`config.mk`:
```
export PLATFORM = sky130hd
export DESIGN_NAME = elevator_call_dispatcher
export DESIGN_NICKNAME = d
export VERILOG_FILES = /design/src/rtl/elevator_pkg.sv /design/src/rtl/elevator_call_dispatcher_call_target_select.sv /design/src/rtl/elevator_call_dispatcher.sv
export SDC_FILE = /design/constraint.sdc
export NUM_CORES = 1
export LEC_CHECK = 0
export ABC_CLOCK_PERIOD_IN_PS = 3400
export BUFFER_PORTS_ARGS = -buffer_cell sky130_fd_sc_hd__buf_4
export CAP_MARGIN = 20
export CORE_MARGIN = 4
export CORE_UTILIZATION = 46
export DETAILED_ROUTE_END_ITERATION = 16
export PLACE_DENSITY = 0.67
export SYNTH_ARGS = -nofsm -noshare
export SYNTH_HDL_FRONTEND = slang
export SYNTH_SLANG_ARGS = --single-unit
```
`constraint.sdc`:
```
create_clock -name clk -period 3.4 [get_ports clk]
set_input_delay 0.34 -clock clk [delete_from_list [all_inputs] [get_ports clk]]
set_output_delay 0.34 -clock clk [all_outputs]
set_load 0.02 [all_outputs]
```
`src/rtl/elevator_pkg.sv`:
```
// -----------------------------------------------------------------------------
// elevator_pkg
// Shared definitions for the elevator call dispatcher slice.
//   NUM_FLOORS   : number of served floors (one call bit per floor)
//   FLOOR_W      : floor index width
//   DWELL_CYCLES : door-open cycles per stop (>= 1)
//   state_t      : dispatcher FSM states
// -----------------------------------------------------------------------------
package elevator_pkg;

    localparam int NUM_FLOORS   = 4;
    localparam int FLOOR_W      = $clog2(NUM_FLOORS);
    localparam int DWELL_CYCLES = 8;

    typedef enum logic [1:0] {
        S_IDLE = 2'd0,
        S_UP   = 2'd1,
        S_DOWN = 2'd2,
        S_DOOR = 2'd3
    } state_t;

endpackage

```
`src/rtl/elevator_call_dispatcher_call_target_select.sv`:
```
// -----------------------------------------------------------------------------
// call_target_select
// Combinational view of the pending-call vector relative to the car position.
//   i_pending       : pending call bits, bit i = floor i
//   i_current_floor : car position
//   o_hit           : a call is pending at the current floor
//   o_above         : any call pending above the current floor
//   o_below         : any call pending below the current floor
//   o_next_up       : lowest pending floor above the current floor
//   o_next_down     : highest pending floor below the current floor
// -----------------------------------------------------------------------------
module call_target_select #(
    parameter int NUM_FLOORS = elevator_pkg::NUM_FLOORS,
    parameter int FLOOR_W    = elevator_pkg::FLOOR_W
) (
    input  logic [NUM_FLOORS-1:0] i_pending,
    input  logic [FLOOR_W-1:0]    i_current_floor,
    output logic                  o_hit,
    output logic                  o_above,
    output logic                  o_below,
    output logic [FLOOR_W-1:0]    o_next_up,
    output logic [FLOOR_W-1:0]    o_next_down
);

    import elevator_pkg::*;

    assign o_hit = i_pending[i_current_floor];

    // Scanning downward from the top leaves the lowest pending floor above
    // the car in o_next_up; scanning upward from the bottom leaves the
    // highest pending floor below the car in o_next_down.
    always_comb begin
        // NOTE: every output gets a default before the loops so no path leaves
        // it unassigned, otherwise synthesis infers a latch.
        o_above   = 1'b0;
        o_next_up = '0;
        for (int i = NUM_FLOORS - 1; i >= 0; i--) begin
            if (i > int'(i_current_floor) && i_pending[i]) begin
                o_above   = 1'b1;
                o_next_up = FLOOR_W'(i);
            end
        end
    end

    always_comb begin
        o_below     = 1'b0;
        o_next_down = '0;
        for (int i = 0; i < NUM_FLOORS; i++) begin
            if (i < int'(i_current_floor) && i_pending[i]) begin
                o_below     = 1'b1;
                o_next_down = FLOOR_W'(i);
            end
        end
    end

endmodule

```
`src/rtl/elevator_call_dispatcher.sv`:
```
// -----------------------------------------------------------------------------
// elevator_call_dispatcher
// Call-side front end for the elevator controller: latches call buttons,
// schedules service in SCAN order, drives the controller's target floor and
// times the door dwell at each served floor.
//   clk             : clock
//   reset           : asynchronous, active-high reset
//   i_call_btn      : level call buttons, bit i = floor i
//   i_current_floor : car position fed back from the controller
//   o_floor_request : target floor for the controller
//   o_up_request    : step-mode request, unused (tied 0)
//   o_down_request  : step-mode request, unused (tied 0)
//   o_call_led      : pending-call register, one LED per floor
//   o_door_open     : high during the dwell at a served floor
//   o_moving        : travelling and not yet at the requested floor
// -----------------------------------------------------------------------------
module elevator_call_dispatcher #(
    parameter int NUM_FLOORS   = elevator_pkg::NUM_FLOORS,
    parameter int FLOOR_W      = elevator_pkg::FLOOR_W,
    parameter int DWELL_CYCLES = elevator_pkg::DWELL_CYCLES
) (
    input  logic                  clk,
    input  logic                  reset,
    input  logic [NUM_FLOORS-1:0] i_call_btn,
    input  logic [FLOOR_W-1:0]    i_current_floor,
    output logic [FLOOR_W-1:0]    o_floor_request,
    output logic                  o_up_request,
    output logic                  o_down_request,
    output logic [NUM_FLOORS-1:0] o_call_led,
    output logic                  o_door_open,
    output logic                  o_moving
);

    import elevator_pkg::*;

    // One extra value of headroom keeps the width non-zero when DWELL_CYCLES is 1.
    localparam int DWELL_W = $clog2(DWELL_CYCLES + 1);

    state_t                r_state;
    state_t                w_next_state;
    logic [NUM_FLOORS-1:0] r_pending;
    logic [NUM_FLOORS-1:0] w_pending_next;
    logic [NUM_FLOORS-1:0] w_call_set;
    logic                  r_dir;          // 0 = up, 1 = down
    logic                  w_dir_next;
    logic [FLOOR_W-1:0]    r_target;
    logic [FLOOR_W-1:0]    w_target_next;
    logic [DWELL_W-1:0]    r_dwell;
    logic [DWELL_W-1:0]    w_dwell_next;
    logic                  w_enter_door;

    logic                  w_hit;
    logic                  w_above;
    logic                  w_below;
    logic [FLOOR_W-1:0]    w_next_up;
    logic [FLOOR_W-1:0]    w_next_down;
    logic [FLOOR_W-1:0]    w_floor_request;

    call_target_select #(
        .NUM_FLOORS (NUM_FLOORS),
        .FLOOR_W    (FLOOR_W)
    ) u_call_target_select (
        .i_pending       (r_pending),
        .i_current_floor (i_current_floor),
        .o_hit           (w_hit),
        .o_above         (w_above),
        .o_below         (w_below),
        .o_next_up       (w_next_up),
        .o_next_down     (w_next_down)
    );

    // State and datapath registers.
    always_ff @(posedge clk or posedge reset) begin
        if (reset) begin
            r_state   <= S_IDLE;
            r_pending <= '0;
            r_dir     <= 1'b0;
            r_target  <= '0;
            r_dwell   <= '0;
        end else begin
            // NOTE: non-blocking assignments so every register samples the
            // pre-edge values, independent of statement order.
            r_state   <= w_next_state;
            r_pending <= w_pending_next;
            r_dir     <= w_dir_next;
            r_target  <= w_target_next;
            r_dwell   <= w_dwell_next;
        end
    end

    // Next-state and datapath update logic.
    always_comb begin
        w_next_state  = r_state;
        w_dir_next    = r_dir;
        w_target_next = r_target;
        w_dwell_next  = r_dwell;

        unique case (r_state)
            S_IDLE: begin
                if (w_hit) begin
                    w_next_state = S_DOOR;
                end else if (w_above && w_below) begin
                    // Calls on both sides: keep the last travel direction.
                    w_next_state = r_dir ? S_DOWN : S_UP;
                end else if (w_above) begin
                    w_next_state = S_UP;
                    w_dir_next   = 1'b0;
                end else if (w_below) begin
                    w_next_state = S_DOWN;
                    w_dir_next   = 1'b1;
                end
            end
            S_UP: begin
                if (w_hit) begin
                    w_next_state = S_DOOR;
                end else if (!w_above) begin
                    if (w_below) begin
                        w_next_state = S_DOWN;
                        w_dir_next   = 1'b1;
                    end else begin
                        w_next_state = S_IDLE;
                    end
                end
            end
            S_DOWN: begin
                if (w_hit) begin
                    w_next_state = S_DOOR;
                end else if (!w_below) begin
                    if (w_above) begin
                        w_next_state = S_UP;
                        w_dir_next   = 1'b0;
                    end else begin
                        w_next_state = S_IDLE;
                    end
                end
            end
            S_DOOR: begin
                if (r_dwell == '0) begin
                    w_next_state = S_IDLE;
                end else begin
                    w_dwell_next = r_dwell - DWELL_W'(1);
                end
            end
            default: w_next_state = S_IDLE;
        endcase

        // The target always tracks the nearest call ahead in the travel
        // direction, so a newly latched closer call is picked up en route.
        if (w_next_state == S_UP) begin
            w_target_next = w_next_up;
        end else if (w_next_state == S_DOWN) begin
            w_target_next = w_next_down;
        end

        w_enter_door = (w_next_state == S_DOOR) && (r_state != S_DOOR);
        if (w_enter_door) begin
            w_dwell_next = DWELL_W'(DWELL_CYCLES - 1);
        end

        // A press at the floor being served is dropped, and the service clear
        // wins over a same-edge press at that floor.
        w_call_set = i_call_btn;
        if (r_state == S_DOOR) begin
            w_call_set[i_current_floor] = 1'b0;
        end
        w_pending_next = r_pending | w_call_set;
        if (w_enter_door) begin
            w_pending_next[i_current_floor] = 1'b0;
        end
    end

    // Outputs. The request collapses to the current floor on the arrival cycle
    // (hit) so the controller holds instead of stepping past the stop.
    always_comb begin
        if (r_state == S_DOOR || r_state == S_IDLE || w_hit) begin
            w_floor_request = i_current_floor;
        end else begin
            w_floor_request = r_target;
        end
        o_floor_request = w_floor_request;
        o_door_open     = (r_state == S_DOOR);
        o_moving        = (r_state == S_UP || r_state == S_DOWN) &&
                          (w_floor_request != i_current_floor);
    end

    assign o_call_led     = r_pending;
    assign o_up_request   = 1'b0;
    assign o_down_request = 1'b0;

endmodule

```
==> results_dict.tcl <==
set metrics [dict create \
    outcome "finished, final reports clean" \
    power_density_mw_per_mm2 958 \
    crit_arrival_ns 3.10 \
    min_period_ns 2.89 \
    cp_cell_sequence "ha_1 > inv_1 > a21oi_1 > a221o_1 > nand2_1 > a31o_1 > ha_1 > a2111oi_0 > a211oi_1 > a21oi_1" \
    area_growth_syn_to_layout_pct 12.9 \
    place_congestion 0.924 \
    hold_viol_final 0 \
    cts_made_buffers 3 \
    vias_per_cell 5.99 \
    drv_slew 0 \
    tns_ns 0 \
    die_area_mm2 0.00319 \
    hold_class "input pin to asynchronous set/reset pin" \
    crit_fanout 8 \
    cts.path.max_buffers 2 \
    yosys_warnings 0 \
    r2r_start "r_state[1]$_DFF_PP0_" \
    grt_pass1_wl_um 4350 \
    synth_top_area_share_pct 30.1 \
    finalWirelength_um 2560 \
    fill_cells 214 \
    clkSinkCount 13 \
    final_nets 161 \
    ios 18 \
    io_buffers 15 \
    final_cell_area_mm2 0.00122 \
    synth_area_leaders "dfrtp_1 (30%), ha_1 (9.2%), a21oi_1 (6.0%), o21ai_0 (4.6%), a31oi_1 (4.0%)" \
    setup_viol 0 \
    cts_tree "yes" \
    r2r_setup_slack_ns 0.51 \
    maxCapViolations 0 \
    ctsResizeCount 0 \
    worstSetupEndpointType "register" \
    netlist_area_mm2 0.00108 \
    grt_max_degree 16 \
    drt_iter0_markers 41 \
    yosys_register_bits 13 \
    start_util_pct 48.5 \
    clock.fmax_mhz 346 \
    grt_antenna_before_repair 0 \
    die_h_um 56.5 \
    power.leakage_uw 0.000565 \
    first_global_vias 945 \
    cts.clk_slew.worst_paths_ns 0.09 \
    clk_latency_ns 0.28 \
    pre_cts_slack_ns 0.583 \
    h-tree-depth 1 \
    track_usage_pct 16.9 \
    overflow 0 \
    wl_per_cell_um 14.9 \
    synth_edf_count 0 \
    dr.pass1.iters 4 \
    drive_above_1_share_pct 16.7 \
    synth.avg_cell_area_um2 8.33 \
    max_slew_margin_pct 60.6 \
    required_ns 3.61 \
    cp_slowest_cell "a21oi_1" \
    placed_area_mm2 0.00120 \
    cp-startpoint "r_state[1]$_DFF_PP0_" \
    synthCells 130 \
    cpPeakStageDelay_ns 0.50 \
    ant_nets 0 \
    yosysTopAreaCell "dfrtp_1" \
    core-area_mm2 0.00223 \
    synthFlopType "dfrtp_1" \
    synthArstFlopShare_pct 100 \
    post-dp-hpwl_um 1950 \
    vdd_drop_max_uv 499 \
    post-cts-setup-buffers 0 \
    fin_skew_ns 0.00130 \
    drc_errors 0 \
    postCtsHoldBufs 0 \
    ys_top_cells_by_count "a21oi_1 (13), dfrtp_1 (13), inv_1 (11)" \
    die_w_um 56.5 \
    cp-start-kind "register" \
    multi_input_area_um2 682 \
    register_area_um2 325 \
    vias 1031 \
    worst_pin_slew_ns 0.592 \
    fin_crit_sh_pct 85.0 \
    ys_seq_area_share_pct 30.1 \
    critPathKind "register to register" \
    cts-root-buf "clkbuf_4" \
    rsz0062_at_grt "false" \
    fin_ws_ns 0.510 \
    synth_cell_types 41 \
    antenna_cells 0 \
    fp-row-count 17 \
]
-- sequential cells by signal, summed over array words and instances, names as in the netlist --
register	count
o_call_led	4
r_dwell	4
r_state	2
r_target	2
r_dir	1
-- logic make-up (layout without fill, tap and decap cells) --
group	count (synthesis)	after routing	synth area share [%]
AO/OA/AOI/OAI	52	52	31.8
flip-flops	13	13	30.1
adder cells (fa/ha/maj)	8	8	9.25
other	1	2	0.346
AND/OR/NAND/NOR	35	35	16.5
multiplexers	2	2	3.12
XOR/XNOR	2	2	1.62
buffers and inverters	17	30	7.28
-- where the power goes --
| part | switching (uW) | leakage (uW) | internal, uW |
|---|---|---|---|
| sequential | 91.7 | 0.000141 | 224 |
| clock | 55.7 | 0.0000150 | 45.5 |
| combinational | 437 | 0.000409 | 317 |
| total | 584 | 0.000565 | 587 |
-- layout make-up --
class / instances / share of cell area, %
clock buffer: 4 / 2.15
inverter: 11 / 3.38
multi-input combinational: 101 / 55.8
sequential: 13 / 26.6
tap: 28 / 2.87
timing repair buffer: 15 / 9.21
-- routing by layer --
layer / routed length [um] / GRT usage (%)
met5: 0 / 0
met4: 31 / 5.76
met3: 171 / 4.14
met2: 1190 / 27.1
met1: 1170 / 21.9
-- critical path: cells and delay by family, from the launching register on --
| kind | cells | cell delay [ns] |
|---|---|---|
| AO/OA/AOI/OAI | 6 | 1.52 |
| AND/OR/NAND/NOR | 1 | 0.07 |
| buffers and inverters | 1 | 0.15 |
| flip-flops | 1 | 0.43 |
| adder cells (fa/ha/maj) | 2 | 0.65 |
-- metrics by stage --
step | instances | hold WS, ns | power [uW] | utilization, %
floorplan | 131 | 0.217 | 872 | -
detailed placement | 168 | 0.413 | 1070 | 53.6
global placement | 168 | 0.421 | 1060 | 53.6
finish | 172 | 0.0885 | 1170 | 54.7
CTS | 172 | 0.107 | 1170 | 54.7
global route | 172 | 0.114 | 1270 | 54.7
-- cell usage in the layout, fill, tap and decap left out, types with 2 or more instances in the layout --
cell type and count:
a211oi_1 4, a21oi_1 13, a22oi_1 3, a31oi_1 7, and3_1 2, buf_4 15, clkbuf_4 3, conb_1 2
dfrtp_1 13, ha_1 8, inv_1 11, nand2_1 10, nand3_1 2, nor2_1 9, nor2b_1 3, nor3_1 3
o21ai_0 10, o22ai_1 2, xnor2_1 2
-- path summary, 6_finish.rpt --
check / endpoint / depth (start not counted)
max in group asynchronous: r_state[0]$_DFF_PP0_ / 2
setup / recovery: r_target[0]$_DFFE_PP0P_ / 10
setup reg to reg: r_target[0]$_DFFE_PP0P_ / 10
hold reg to reg: r_dwell[3]$_DFFE_PP0P_ / 1
min in group clk: o_call_led[1]$_DFF_PP0_ / 2
hold / removal: o_call_led[2]$_DFF_PP0_ / 2
(Power assumes the default switching activity.)
